File: src/rtl/riscv_fetch.sv
// Instruction fetch stage: advances the register-file PC, keeps one instruction-memory
// read in flight and buffers fetched words for decode; execute redirects flush everything.
module riscv_fetch #(
  parameter int DEPTH = 2
) (
  input  logic        clock,
  input  logic        reset,
  input  logic [31:0] pc_val,
  output logic        enable_write_pc,
  output logic [31:0] pc_next,
  output logic        imem_req_valid,
  input  logic        imem_req_ready,
  output logic [31:0] imem_addr,
  input  logic        imem_resp_valid,
  input  logic [31:0] imem_resp_data,
  input  logic        imem_resp_error,
  input  logic        redirect_valid,
  input  logic [31:0] redirect_pc,
  output logic        instr_valid,
  input  logic        instr_ready,
  output logic [31:0] instr,
  output logic [31:0] instr_pc,
  output logic        instr_fault
);

  localparam int AW = $clog2(DEPTH);
  localparam logic [AW+1:0] DEPTH_W = (AW+2)'(DEPTH);

  typedef enum logic [2:0] {
    ST_IDLE  = 3'd0,
    ST_REQ   = 3'd1,
    ST_WAIT  = 3'd2,
    ST_DRAIN = 3'd3,
    ST_HALT  = 3'd4
  } state_e;

  state_e      state_q, state_d;
  logic [31:0] req_pc_q, req_pc_d;

  logic [AW-1:0]    head_q, tail_q;
  logic [AW:0]      count_q;
  logic [31:0]      q_instr_q [DEPTH];
  logic [31:0]      q_pc_q    [DEPTH];
  logic [DEPTH-1:0] q_fault_q;

  logic        flush_s;
  logic        room_s;
  logic        aligned_s;
  logic [AW+1:0] occ_s;
  logic        push_s;
  logic        pop_s;
  logic [31:0] push_instr_s;
  logic [31:0] push_pc_s;
  logic        push_fault_s;

  // An in-flight read reserves a slot so its response can never overflow the queue.
  assign occ_s     = {1'b0, count_q} + {{(AW+1){1'b0}}, (state_q == ST_WAIT)};
  assign room_s    = (occ_s < DEPTH_W);
  assign aligned_s = (pc_val[1:0] == 2'b00);
  assign flush_s   = redirect_valid && (state_q != ST_IDLE);

  assign pc_next        = redirect_valid ? redirect_pc : (pc_val + 32'd4);
  assign imem_addr      = pc_val;
  assign imem_req_valid = (state_q == ST_REQ) && room_s && !redirect_valid && aligned_s;

  assign instr_valid = (count_q != {(AW+1){1'b0}});
  assign instr       = q_instr_q[head_q];
  assign instr_pc    = q_pc_q[head_q];
  assign instr_fault = q_fault_q[head_q];
  assign pop_s       = instr_valid && instr_ready && !flush_s;

  always_comb begin
    state_d         = state_q;
    req_pc_d        = req_pc_q;
    enable_write_pc = 1'b0;
    push_s          = 1'b0;
    push_instr_s    = 32'd0;
    push_pc_s       = 32'd0;
    push_fault_s    = 1'b0;
    if (flush_s) begin
      enable_write_pc = 1'b1;
      case (state_q)
        ST_WAIT:  state_d = imem_resp_valid ? ST_REQ : ST_DRAIN;
        ST_DRAIN: state_d = ST_DRAIN;
        default:  state_d = ST_REQ;
      endcase
    end else begin
      case (state_q)
        ST_IDLE: state_d = ST_REQ;
        ST_REQ: begin
          if (room_s && !aligned_s) begin
            push_s       = 1'b1;
            push_pc_s    = pc_val;
            push_fault_s = 1'b1;
            state_d      = ST_HALT;
          end else if (imem_req_valid && imem_req_ready) begin
            enable_write_pc = 1'b1;
            req_pc_d        = pc_val;
            state_d         = ST_WAIT;
          end else begin
            state_d = ST_REQ;
          end
        end
        ST_WAIT: begin
          if (imem_resp_valid) begin
            push_s       = 1'b1;
            push_instr_s = imem_resp_data;
            push_pc_s    = req_pc_q;
            push_fault_s = imem_resp_error;
            state_d      = imem_resp_error ? ST_HALT : ST_REQ;
          end else begin
            state_d = ST_WAIT;
          end
        end
        ST_DRAIN: state_d = imem_resp_valid ? ST_REQ : ST_DRAIN;
        ST_HALT:  state_d = ST_HALT;
        default:  state_d = ST_IDLE;
      endcase
    end
  end

  always_ff @(posedge clock or negedge reset) begin
    if (!reset) begin
      state_q  <= ST_IDLE;
      req_pc_q <= 32'd0;
    end else begin
      state_q  <= state_d;
      req_pc_q <= req_pc_d;
    end
  end

  // Circular instruction queue; a flush empties it and drops any same-cycle push/pop.
  always_ff @(posedge clock or negedge reset) begin
    if (!reset) begin
      head_q    <= {AW{1'b0}};
      tail_q    <= {AW{1'b0}};
      count_q   <= {(AW+1){1'b0}};
      q_fault_q <= {DEPTH{1'b0}};
      for (int i = 0; i < DEPTH; i++) begin
        q_instr_q[i] <= 32'd0;
        q_pc_q[i]    <= 32'd0;
      end
    end else if (flush_s) begin
      head_q  <= {AW{1'b0}};
      tail_q  <= {AW{1'b0}};
      count_q <= {(AW+1){1'b0}};
    end else begin
      if (push_s) begin
        q_instr_q[tail_q] <= push_instr_s;
        q_pc_q[tail_q]    <= push_pc_s;
        q_fault_q[tail_q] <= push_fault_s;
        tail_q            <= tail_q + AW'(1);
      end
      if (pop_s) begin
        head_q <= head_q + AW'(1);
      end
      if (push_s && !pop_s) begin
        count_q <= count_q + (AW+1)'(1);
      end else if (!push_s && pop_s) begin
        count_q <= count_q - (AW+1)'(1);
      end
    end
  end

endmodule

File: config.mk
export PLATFORM = sky130hd
export DESIGN_NAME = riscv_fetch
export DESIGN_NICKNAME = d
export VERILOG_FILES = /design/src/rtl/riscv_fetch.sv
export SDC_FILE = /design/constraint.sdc
export NUM_CORES = 1
export LEC_CHECK = 0
export CORE_ASPECT_RATIO = 0.8
export CORE_UTILIZATION = 45
export DETAILED_ROUTE_END_ITERATION = 10
export HOLD_SLACK_MARGIN = 0.05
export PLACE_DENSITY = 0.84
export SETUP_SLACK_MARGIN = 0.4
export SKIP_LAST_GASP = 1
export SLEW_MARGIN = 10
export SYNTH_ARGS = -nofsm -noshare
export SYNTH_HDL_FRONTEND = slang
export SYNTH_SLANG_ARGS = --single-unit
File: constraint.sdc
create_clock -name clock -period 2.5 [get_ports clock]
set_clock_uncertainty 0.1 [all_clocks]
set_input_delay 0.5 -clock clock [delete_from_list [all_inputs] [get_ports clock]]
set_output_delay 0.5 -clock clock [all_outputs]
set_load 0.02 [all_outputs]
==> flow_metrics.tcl, run 1 <==
set metrics [dict create \
    status "complete, but fails checks" \
    die_h_um 129 \
    dr.first_iter.drc_count 613 \
    critPathSlowestCell "or4_4" \
    synth_cells 835 \
    clock_path_buffers 2 \
    cts_made_buffers 17 \
    worstMarginPinSlew_ns 0.484 \
    worstSkewPairLatency_ns 0.44 \
    grt-ovfl-total 0 \
    detail-route-antenna-nets 0 \
    gp_congestion 0.956 \
    whs_path_depth 3 \
    period_share_pct 108 \
    max-vdd-ir-drop_uv 488 \
    cts_tree "done" \
    path_cells "clkdlybuf4s15_2 > nand4_1 > or4_4 > or4_1 > o211ai_1 > buf_4" \
    setup_slack_ns -0.197 \
    yosys_warnings 0 \
    finalHoldViolations 0 \
    stdcell_count 1494 \
    r2r_cells 9 \
    synth-seq-cells 169 \
    ys_seq_area_share_pct 46.6 \
    drt-total-wl_mm 35.1 \
    hpwl_mm 18.8 \
    grt_pass1_vias 8523 \
    first_pass_iters 5 \
    synth_edf_count 0 \
    cts_root_buffer "clkbuf_16" \
    rr_startpoint "state_q[2]" \
    synthArstFlopShare_pct 100 \
    crit_required_ns 1.90 \
    start_util_pct 45.8 \
    clk_pin_slew_worst_paths_ns 0.07 \
    syn-num-nets 939 \
    end_kind "output pin" \
    die_area_um2 20700 \
    failed_checks "negative setup slack" \
    placedCellCount 1348 \
    port_buffers 234 \
    final_area_um2 15800 \
    leakage_nw 7.43 \
    powerDensity_nw_per_um2 791 \
    ys_types 48 \
    via_count 8758 \
    syn_area_um2 9080 \
    hold_class "in2reg" \
    placed_area_um2 12600 \
    grt_max_degree 54 \
    rsz0062_at_grt "true" \
    final-setup-viol-count 29 \
    drive_gt1_share_pct 54.6 \
    cts_sinks 169 \
    antenna_found_initial 0 \
    antenna-diode-count 0 \
    path_class "in2out" \
    grt.total_usage_pct 30.9 \
    drv_slew 0 \
    synthFlopType "dfrtp_1" \
    hold_ws_ns 0.353 \
    total_power_mw 12.5 \
    hold_path_startpoint "pc_val[22]" \
    reg2reg_to "q_pc_q[34]" \
    postLayoutCoreUtil_pct 79.9 \
    placementRows 46 \
    synth.avg_cell_area_um2 10.9 \
    r2r_slack_ns 0.06 \
    maxCapViolations 0 \
    period_needed_ns 2.70 \
    nets 1321 \
    die_width_um 161 \
    io_pins 235 \
    drc 0 \
    grt_pass1_wl_mm 48.9 \
    relSlewSlack_pct 67.7 \
    post_drt_wl_per_cell_um 23.5 \
    critPathArrivalTime_ns 2.10 \
    cts_htree_levels 4 \
    worstPathMaxFanout 2 \
    holdPathEnd "req_pc_q[22]" \
    syn_to_final_growth_pct 74.2 \
    via_per_inst 5.86 \
    start_kind "input pin" \
    core-area_um2 19800 \
    fmax_mhz 371 \
    cp_slowest_stage_delay_ns 0.55 \
]
timing repair:
item | CTS | global route
setup buffers | 53 | 33
endpoints found under the setup margin | 215 | 231
gates resized for setup | 862 | 201
pin swaps | 63 | 54
gates cloned | 19 | 8
hold buffers | 1 | 0
endpoints found under the hold margin | 40 | 0
kinds of logic after synthesis:
family | share of synthesized area (%)
XOR/XNOR | 1.74
flip-flops | 46.6
adder cells (fa/ha/maj) | 0.138
AO/OA/AOI/OAI | 9.59
multiplexers | 23.2
AND/OR/NAND/NOR | 12.0
buffers and inverters | 6.70
how the worst max path moves through the flow:
| stage | startpoint | to | cells past startpoint |
|---|---|---|---|
| 3_5_place_dp | pc_val[2] | pc_next[30] | 7 |
| 6_report | pc_val[28] | pc_next[30] | 6 |
| 5_1_grt | pc_val[24] | pc_next[30] | 6 |
| 2_1_floorplan | pc_val[5] | pc_next[21] | 6 |
| 4_1_cts | pc_val[25] | pc_next[30] | 6 |
| 3_3_place_gp | pc_val[2] | pc_next[30] | 7 |
cell usage in the layout, fill, tap and decap left out, types with 4 or more instances in the layout:
cell / count
clkbuf_16: 22
inv_1: 21
a22oi_1: 4
inv_6: 5
nand2_1: 46
buf_16: 17
a22o_1: 18
o21ai_4: 11
a32oi_1: 30
nand2_4: 6
o21ai_0: 9
buf_12: 25
mux2i_1: 16
dlymetal6s2s_1: 4
xor2_1: 7
or3_4: 6
and2_1: 17
buf_4: 120
or2_4: 5
xnor2_1: 5
nand4_1: 14
o31ai_1: 5
mux2_2: 75
or4_4: 9
buf_6: 157
buf_8: 13
a31oi_4: 10
dfrtp_1: 168
buf_2: 5
nor4_4: 4
o21ai_2: 14
nand2_2: 16
mux2_4: 96
xnor2_2: 6
nand3_1: 6
and3_4: 5
o21ai_1: 7
clkdlybuf4s50_1: 91
dlygate4sd2_1: 11
nor2_1: 55
state kept, by name, summed over array words and instances, names as in the netlist:
register,flops
q_fault_q,2
count_q,2
state_q,3
tail_q,1
head_q,1
q_instr_q,64
q_pc_q,64
req_pc_q,32
synthesized netlist by cell type (4+ instances only):
cell type    n  area share, %
o21ai_0     41            2.3
xor2_1       7           0.68
inv_1       21           0.87
a22oi_1      4           0.33
clkbuf_1    45            1.9
nor2_1      57            2.4
nand4_1     14           0.96
dfrtp_1    169             47
or3_1        7           0.48
nand3_1      7           0.39
mux2i_1     18            2.0
buf_6        4           0.50
xnor2_1     11            1.1
and4_1       4           0.39
a32oi_1     30            2.9
buf_2        9           0.50
mux2_2     139             17
a22o_1      18            1.7
and3_1       7           0.48
nand2_1     68            2.8
o31ai_1     10           0.83
nor3_1       4           0.22
buf_4       34            2.8
and2_1      19            1.3
mux2_1      32            4.0
nor4_1       5           0.34
or4_1       10           0.83
a31oi_1     11           0.76
report_power, final:
part,switching (mW),leakage (nW),internal [mW]
Clock,1.21,0.290,1.53
Sequential,0.367,2.29,3.31
Combinational,2.59,4.85,3.50
Total,4.17,7.43,8.33
layout make-up:
class                   instances  area, um^2
multi-input cells             552        5420
repair buffers                455        5150
flip-flops and latches        169        4230
fillers                      1111        3980
clock buffers                  18         439
well taps                     264         330
clock inverters                14         161
inverters                      22        82.6
critical path: cells and delay by family:
kind                   cells  cell delay (ns)
buffers and inverters      2             0.40
AND/OR/NAND/NOR            3             1.09
AO/OA/AOI/OAI              1             0.10
through the flow:
stage                     worst slack (ns)  setup TNS (ns)
final                               -0.197           -2.24
after global routing                -0.247           -3.93
after CTS                           -0.232           -1.98
after detailed placement             -1.16          -27.87
after global placement               -1.11          -25.44
after floorplan                    -0.0565         -0.0784
per-layer routing:
| metal | track usage (%) | vias up | routed length (um) |
|---|---|---|---|
| li1 | - | 3775 | - |
| met1 | 41.7 | 4468 | 14800 |
| met2 | 49.6 | 427 | 16900 |
| met3 | 6.79 | 88 | 2350 |
| met4 | 10.4 | 0 | 1030 |
| met5 | 0 | - | 0 |
Note: power is estimated with default switching activity, not from simulation.
==> run 2, diff against run 1 <==
Settings changed: ABC_AREA set to 1.
==> run 2 against run 1 <==
Against the previous run: the flow still finishes with violations (negative setup slack); total power increased by 10%; design area decreased by 4.4%; via count increased by 19%; core utilization decreased by 1.6 points; global-route usage decreased by 0.84 points; first-iteration DRC count increased by 110%; non-clock buffer count decreased by 11; critical endpoint is now q_pc_q[44].
==> flow_metrics.tcl, run 2 <==
set metrics [dict create \
    leakage_nw 7.13 \
    met1Wirelength_mm 14.1 \
    synth_edf_count 0 \
    via_per_inst 5.89 \
    die_h_um 129 \
    port_buffers 234 \
    drt-total-wl_mm 39.0 \
    fmax_mhz 339 \
    nets 1604 \
    path_cells "clkdlybuf4s50_1 > inv_1 > nand2_4 > buf_4 > nand4_4 > buf_6 > o21ai_0 > nand2_1 > o21ai_1" \
    synth-seq-cells 169 \
    first_pass_iters 5 \
    mostFrequentLayoutCell "nand2_1" \
    synthFlopType "dfrtp_1" \
    powerDensity_nw_per_um2 911 \
    hpwl_mm 19.3 \
    hold_class "reg2reg" \
    die_area_um2 20700 \
    grt_pass1_wl_mm 48.9 \
    total_power_mw 13.8 \
    drc 0 \
    critPathSlowestCell "o21ai_0" \
    via_count 10400 \
    end_kind "flop" \
    maxCapViolations 0 \
    status "complete, but fails checks" \
    nFillCells 1074 \
    core-area_um2 19300 \
    worstSkewPairLatency_ns 0.43 \
    yosys_warnings 0 \
    clk_pin_slew_worst_paths_ns 0.07 \
    synth_area_leader_cell "dfrtp_1" \
    wl_met3_mm 4.04 \
    synth_top_area_share_pct 46.8 \
    drv_slew 0 \
    layout.cells.most_common_list "311 x nand2_1, 166 x dfrtp_1, 157 x buf_4" \
    placedCellCount 1647 \
    worstPathMaxFanout 31 \
    grt_pass1_vias 9519 \
    synth_commonest_cells "359 x nand2_1, 169 x dfrtp_1, 118 x o21ai_0, 78 x inv_1, 61 x o21ai_1" \
    crit_family "compound AO/OA/AOI/OAI gates" \
    relSlewSlack_pct 42.0 \
    start_util_pct 46.8 \
    postLayoutCoreUtil_pct 78.3 \
    ys_seq_area_share_pct 46.8 \
    antenna_found_initial 0 \
    cp_num_buf_inv 4 \
    critPathArrivalTime_ns 3.18 \
    syn_area_um2 9040 \
    failed_checks "negative setup slack" \
    finalHoldViolations 0 \
    cts_made_buffers 17 \
    drive_gt1_share_pct 41.4 \
    syn-num-nets 1235 \
    final-setup-viol-count 3 \
    cts_root_buffer "clkbuf_16" \
    cts_tree "done" \
    post_drt_wl_per_cell_um 22.0 \
    start_kind "input pin" \
    yosysMostFrequentCell "nand2_1" \
    dr.first_iter.drc_count 1274 \
    stdcell_count 1771 \
    detail-route-antenna-nets 0 \
    cts_htree_levels 4 \
    wl_met2_mm 18.3 \
    die_width_um 160 \
    period_share_pct 118 \
    place_ws_ns -0.883 \
    crit_required_ns 2.73 \
    rsz0062_at_grt "true" \
    largestRegisters "q_instr_q: 64 flops, q_pc_q: 64 flops, req_pc_q: 32 flops" \
    syn_to_final_growth_pct 67.3 \
    period_needed_ns 2.95 \
    synthArstFlopShare_pct 100 \
    cts_sinks 169 \
    fin_setup_tns_ns -0.854 \
    max-vdd-ir-drop_uv 812 \
    placementRows 45 \
    highest_layer "met4" \
    synth.avg_cell_area_um2 7.99 \
    io_pins 235 \
    grt_max_degree 77 \
    path_class "in2reg" \
    cp_slowest_stage_delay_ns 0.70 \
    ys_types 28 \
    setup_slack_ns -0.446 \
    synth_cells 1131 \
    gp_congestion 0.925 \
    grt.total_usage_pct 30.0 \
    grt-ovfl-total 0 \
    ys_top_cells_by_area "dfrtp_1 47%, nand2_1 15%, o21ai_0 6.5%" \
    antenna-diode-count 0 \
    worstMarginPinSlew_ns 0.861 \
    clock_path_buffers 2 \
]
==> run 2: cell count changes after synthesis, moves of 25 or more <==
cell	before	now
mux2_2	139	46
inv_1	21	78
a32oi_1	30	0
o21ai_0	41	118
mux2_1	32	0
o21ai_1	0	61
nand2_1	68	359
o21ai_2	0	25
==> run 2: metal layers <==
metal  up-vias  track usage (%)
met4         0             11.4
met2       785             51.0
met3       258             5.45
li1       4421                -
met1      4967             38.5
met5         -                0
==> run 2: worst register-to-register path: stages (launching register included) <==
cell and delay [ns]:
dfrtp_2 0.46, inv_2 0.09, nand2_2 0.06, nor2_4 0.12, buf_4 0.14, nand4_4 0.14
buf_6 0.22, o21ai_0 0.72, nand2_1 0.42, o21ai_1 0.32
==> run 2: power by group <==
group          internal [mW]  total [mW]  switching [mW]
combinational           3.11        6.97            3.86
clock                   1.36        2.62            1.26
sequential              3.62        4.18           0.555
==> run 2: layout make-up <==
cell class                 instances  area (um^2)  share of cell area, %
inverter                          83          357                   2.36
multi-input combinational        785         4980                   33.0
clock buffer                      18          439                   2.91
sequential                       169         4240                   28.0
tap                              258          323                   2.14
clock inverter                    14          148                  0.977
timing repair buffer             444         4630                   30.6
==> run 2: per-stage QoR <==
stage / instance area [um^2] / hold WS, ns
after global placement: 12300 / 0.348
final: 15100 / 0.382
after floorplan: 9130 / 0.104
after detailed placement: 12300 / 0.352
after global routing: 15100 / 0.394
after CTS: 13700 / 0.342
==> run 2: what timing repair did <==
action	in CTS	in global routing
resized for setup	619	418
hold buffers	1	0
setup endpoints to repair	197	232
endpoints found under the hold margin	40	0
gates cloned	4	11
pin swaps	71	64
setup buffers	33	43
==> run 2: logic make-up after synthesis <==
group,after synthesis,share of synthesized area (%)
AOI/OAI and AO/OA,255,15.5
xor gates and xnor gates,10,0.969
DFF,169,46.8
adders and majority gates,1,0.138
and+or+nand+nor,473,21.0
buffers and inverters,177,9.84
muxes,46,5.73
==> run 2: final timing paths <==
path,startpoint,end,slack [ns],depth (start not counted)
setup / recovery,pc_val[1],q_pc_q[44],-0.45,9
hold / removal,q_instr_q[37],q_instr_q[37],0.38,2
setup reg to reg,state_q[2],q_pc_q[44],-0.38,9
hold reg to reg,q_instr_q[37],q_instr_q[37],0.38,2
max in group asynchronous,reset,q_pc_q[51],1.15,3
min in group asynchronous,reset,q_pc_q[58],0.45,2
